**config.mk**
```make
export PLATFORM = sky130hd
export DESIGN_NAME = pll_reset_seq
export DESIGN_NICKNAME = d
export VERILOG_FILES = /design/src/rtl/pll_seq_pkg.sv /design/src/rtl/sync2.sv /design/src/rtl/pll_reset_seq.sv
export SDC_FILE = /design/constraint.sdc
export NUM_CORES = 1
export LEC_CHECK = 0
export ABC_AREA = 1
export BUFFER_PORTS_ARGS = -buffer_cell sky130_fd_sc_hd__buf_2
export CORE_ASPECT_RATIO = 1.75
export CORE_MARGIN = 10
export CORE_UTILIZATION = 58
export CTS_CLUSTER_SIZE = 16
export DETAILED_ROUTE_END_ITERATION = 12
export PLACE_DENSITY = 0.85
export SYNTH_ARGS = -nofsm -noshare
export SYNTH_HDL_FRONTEND = slang
export SYNTH_HIERARCHICAL = 1
export SYNTH_SLANG_ARGS = --single-unit
```
**constraint.sdc**
```tcl
create_clock -name clock -period 2.02 [get_ports clock]
set_clock_uncertainty 0.1 [all_clocks]
set_input_delay 0 -clock clock [delete_from_list [all_inputs] [get_ports clock]]
set_output_delay 0 -clock clock [all_outputs]
set_load 0.1 [all_outputs]
```
**src/rtl/pll_seq_pkg.sv**
```systemverilog
// pll_seq_pkg: state encoding and counter sizing for the PLL reset sequencer.
// Latency: n/a (constants and a constant function only).
// Backpressure: n/a.
package pll_seq_pkg;

    localparam logic [2:0] PLL_RST   = 3'd0;
    localparam logic [2:0] WAIT_LOCK = 3'd1;
    localparam logic [2:0] STABLE    = 3'd2;
    localparam logic [2:0] RUN       = 3'd3;
    localparam logic [2:0] FAIL      = 3'd4;

    // Width needed for one counter shared by every state's cycle budget.
    function automatic int cnt_width(input int a, input int b, input int c);
        int m;
        m = a;
        if (b > m) m = b;
        if (c > m) m = c;
        return $clog2(m + 1);
    endfunction

endpackage

```
**src/rtl/sync2.sv**
```systemverilog
// sync2: two-flop synchronizer for a single asynchronous level, reset to 0.
// Latency: 2 clk edges. Backpressure: none.
module sync2 (
    input  logic clk,
    input  logic rst_n,
    input  logic d,
    output logic q
);

    logic meta;

    always_ff @(posedge clk or negedge rst_n) begin
        if (!rst_n) begin
            meta <= 1'b0;
            q    <= 1'b0;
        end else begin
            meta <= d;
            q    <= meta;
        end
    end

endmodule

```
**src/rtl/pll_reset_seq.sv**
```systemverilog
// pll_reset_seq: PLL reset pulse, lock wait with timeout/retry, lock qualification, design reset release.
// Latency: lock loss in RUN raises design_reset 3 clocks later. Backpressure: none.
// PLL_SEQ_RELOCK_EN: when defined, lock loss in RUN re-resets the PLL instead of re-qualifying.
module pll_reset_seq
    import pll_seq_pkg::*;
#(
    parameter int PLL_RESET_CYCLES   = 16,
    parameter int LOCK_TIMEOUT       = 65535,
    parameter int LOCK_STABLE_CYCLES = 1024,
    parameter int MAX_RETRIES        = 3
) (
    input  logic       clock,
    input  logic       reset_n,
    input  logic       pll_lock,
    output logic       pll_resetb,
    output logic       design_reset,
    output logic       locked,
    output logic       fail,
    output logic [3:0] retries
);

    localparam int CW = cnt_width(PLL_RESET_CYCLES, LOCK_TIMEOUT, LOCK_STABLE_CYCLES);

    logic          lock_s;
    logic [2:0]    state;
    logic [2:0]    state_nxt;
    logic [CW-1:0] cnt;
    logic [3:0]    retries_nxt;
    logic [3:0]    retries_inc;

    sync2 u_lock_sync (
        .clk   (clock),
        .rst_n (reset_n),
        .d     (pll_lock),
        .q     (lock_s)
    );

    assign retries_inc = (retries == 4'd15) ? 4'd15 : retries + 4'd1;

    always_comb begin
        state_nxt   = state;
        retries_nxt = retries;
        case (state)
            PLL_RST: begin
                if (cnt == CW'(PLL_RESET_CYCLES - 1)) state_nxt = WAIT_LOCK;
            end
            WAIT_LOCK: begin
                // A lock seen on the timeout cycle wins over the retry.
                if (lock_s) begin
                    state_nxt = STABLE;
                end else if (cnt == CW'(LOCK_TIMEOUT - 1)) begin
                    retries_nxt = retries_inc;
                    state_nxt   = (retries_inc == 4'(MAX_RETRIES)) ? FAIL : PLL_RST;
                end
            end
            STABLE: begin
                if (!lock_s) begin
                    state_nxt = WAIT_LOCK;
                end else if (cnt == CW'(LOCK_STABLE_CYCLES - 1)) begin
                    state_nxt = RUN;
                end
            end
            RUN: begin
                if (!lock_s) begin
`ifdef PLL_SEQ_RELOCK_EN
                    state_nxt = PLL_RST;
`else
                    state_nxt = STABLE;
`endif
                end
            end
            FAIL:    state_nxt = FAIL;
            default: state_nxt = PLL_RST;
        endcase
    end

    always_ff @(posedge clock or negedge reset_n) begin
        if (!reset_n) begin
            state        <= PLL_RST;
            cnt          <= '0;
            retries      <= 4'd0;
            pll_resetb   <= 1'b0;
            design_reset <= 1'b1;
            locked       <= 1'b0;
            fail         <= 1'b0;
        end else begin
            state   <= state_nxt;
            retries <= retries_nxt;
            // RUN and FAIL have no budget, so the counter parks at zero there.
            if (state_nxt != state || state_nxt == RUN || state_nxt == FAIL) begin
                cnt <= '0;
            end else begin
                cnt <= cnt + CW'(1);
            end
            pll_resetb   <= (state_nxt != PLL_RST) && (state_nxt != FAIL);
            design_reset <= (state_nxt != RUN);
            locked       <= (state_nxt == RUN);
            fail         <= (state_nxt == FAIL);
        end
    end

endmodule

```
==> summary.txt <==
GRT
  • GR Util All Layers: 13.2%
  • Largest net degree at the start of global routing: 30
  • Vias in the first global route: 1273
  • First-pass GRT wire length: 5300 um
  • Grt ovf: 0
  • Initial antenna violation count: 0

Timing
  • Fin crit share: 94.0%
  • Fmax achieved: 527 MHz
  • Number of hold violations in the final report: 0
  • Worst-margin pin slew: 0.623 ns
  • Worst rel slew slack: 58.5%
  • Setup TNS: 0 ns
  • Minimum clock period: 1.90 ns
  • Final Max Tran Viols: 0
  • RSZ-0062 raised after global routing: yes
  • # setup viols final: 0

Die
  • Total Die Area: 0.00518 sq mm
  • Die X: 58.8 um
  • Std-Cell Rows: 24
  • Initial Utilization: 60.7%
  • Die height: 88.0 um
  • Core footprint: 0.00252 sq mm
  • Io pins: 11

Outcome
  • Outcome: completed

Drt
  • WL final: 3250 um
  • Vias: 1273
  • Routed len/inst: 13.8 um
  • ANT nets after route: 0
  • DRT iter0 DRCs: 57
  • First-pass DRT Iterations: 4
  • Drt via density: 5.42
  • Drt drc: 0

Critical path
  • Critical path class: register to register
  • Startpoint Class: register
  • Worst EP arrival: 2.01 ns
  • Crit. End Element: register
  • Crit Path Max Fanout: 8
  • Worst path required time: 2.13 ns
  • Reg2reg path depth: 12
  • Flop2flop setup slack: 0.12 ns

Logic synthesis
  • Syn Nets: 191
  • Seq/Total Area, Yosys: 47.5%
  • Synth Warn #: 6
  • Post-synthesis register bit count: 29
  • Mapped Cells: 185
  • Cell area after synthesis: 0.00153 sq mm
  • Post-synthesis average cell area: 8.28 sq um
  • Post-synth cell types: 24

Place
  • Port bufs: 10
  • Placed cells: 221
  • GPL Wtd Cong: 0.913
  • Hpwl dp: 2150 um

Power and ir drop
  • PD cells: 1010 mW/mm^2
  • Maximum VDD drop: 0.000739 V
  • Total power: 0.00180 W
  • Lkg Pwr: 0.947 nW

Clock network
  • Clock transition at path regs: 0.06 ns
  • Clock Root Buffer: clkbuf_8
  • CTS buffer count: 5
  • H-tree depth: 2
  • Clock latency at the later pin of the worst-skew pair: 0.28 ns
  • Max Root-Sink Buffers: 2
  • Sink Count: 29
  • CTS tree: yes

Final layout
  • Post-Layout Cell Count: 235
  • Antenna cells: 0
  • Fillers: 192
  • Layout cell share with drive strength beyond 1: 26.8%
  • Net count, final: 214
  • Area grow syn2layout: 17.2%

Hold path
  • Worst hold path class: input pin to asynchronous set/reset pin

Job
  • Max-cap violation count: 0
logic make-up after synthesis:
kind of cell    after synthesis  synth area share (%)
simple gates                102                  32.0
buf+inv                      29                  7.60
flops                        29                  47.5
compound gates               11                  4.17
xor+xnor                     11                  6.29
fa+ha+maj                     3                  2.45
final timing paths:
check | startpoint | to
min | reset_n | cnt[1]
max reg2reg | cnt[0] | cnt[3]
min in group clock | u_lock_sync/meta | u_lock_sync/q
max in group asynchronous | reset_n | retries[1]
max | cnt[0] | cnt[3]
min reg2reg | u_lock_sync/meta | u_lock_sync/q
sequential cells by signal, summed over array words and instances, names as in the netlist:
name              flops
locked                1
pll_resetb            1
fail                  1
u_lock_sync/meta      1
retries               4
cnt                  16
u_lock_sync/q         1
state                 3
design_reset          1
cell usage after synthesis:
| library cell | n | area [sq um] |
|---|---|---|
| a21oi_2 | 1 | 8.76 |
| buf_6 | 1 | 11.3 |
| dfrtp_1 | 28 | 701 |
| dfstp_2 | 1 | 26.3 |
| ha_1 | 3 | 37.5 |
| inv_1 | 26 | 97.6 |
| inv_2 | 2 | 7.51 |
| nand2_1 | 37 | 139 |
| nand2_2 | 1 | 6.26 |
| nand2_4 | 1 | 11.3 |
| nand3_1 | 10 | 50.1 |
| nand3_2 | 1 | 10.0 |
| nand3_4 | 2 | 35.0 |
| nand4_1 | 3 | 18.8 |
| nor2_1 | 30 | 113 |
| nor2_2 | 12 | 75.1 |
| nor2_4 | 1 | 11.3 |
| nor3_1 | 3 | 15.0 |
| o21a_1 | 1 | 7.51 |
| o21ai_0 | 7 | 35.0 |
| o22ai_1 | 2 | 12.5 |
| or2_2 | 1 | 6.26 |
| xnor2_1 | 3 | 26.3 |
| xor2_1 | 8 | 70.1 |
report_power, final:
part	internal (W)	switching, W
Combinational	0.000183	0.000383
Clock	0.000307	0.000218
Sequential	0.000648	0.0000655
critical path, cell delays in order, from the launching register on:
cell and delay [ns]:
dfrtp_1 0.42, inv_1 0.08, ha_2 0.17, inv_2 0.04, nor2_2 0.09, nand2_1 0.06
nor2_2 0.13, nor2_2 0.07, nor2_4 0.13, nand4_1 0.11, nand2_2 0.15, nand3_4 0.15
nor2_1 0.13
placed cells by master, fill, tap and decap left out, types with 2 or more instances in the layout:
cell,instances
nand3_4,3
dlygate4sd3_1,2
dfrtp_4,2
nand4_1,3
o21ai_0,7
dfrtp_1,24
ha_1,2
inv_2,3
nor2_1,27
dfrtp_2,2
buf_4,4
inv_1,25
buf_2,10
nand3_1,10
nand2_1,36
xnor2_1,3
nor3_1,3
clkbuf_8,7
o22ai_1,2
nand2_2,2
xor2_1,8
nor2_2,15
metrics by stage:
stage | hold slack, ns | utilization, % | setup slack (ns) | instance area, sq um
finish | 0.197 | 71.1 | 0.121 | 1790
global route | 0.257 | 71.1 | -0.0585 | 1790
CTS | 0.194 | 69.0 | 0.0892 | 1740
detailed placement | -0.0440 | 64.2 | 0.128 | 1620
global placement | -0.0571 | 64.2 | 0.170 | 1620
floorplan | -0.396 | - | 0.0211 | 1540
per-layer routing:
metal  global-route usage [%]  wire length [um]  up-vias
met4                     9.85               133        0
met5                        0                 0        -
met1                     11.5              1160      609
li1                         -                 -      615
met2                     23.9              1790       35
met3                     4.20               163       14
layout make-up:
class                           instances  area, sq um  share of cell area, %
Sequential cell                        29          737                   41.1
Multi-Input combinational cell        128          718                   40.0
Inverter                               28          105                   5.86
Timing Repair Buffer                   16          100                   5.58
Clock buffer                            7         96.3                   5.37
Tap cell                               26         32.5                   1.81
Clock inverter                          1         5.00                  0.279
timing repair:
| action | CTS | global route |
|---|---|---|
| resized for setup | 0 | 7 |
| hold buffers | 2 | 0 |
| hold endpoints to repair | 29 | 0 |
| endpoints found under the setup margin | 0 | 16 |
| buffers inserted | 0 | 3 |
Note: power is estimated with default switching activity, not from simulation.
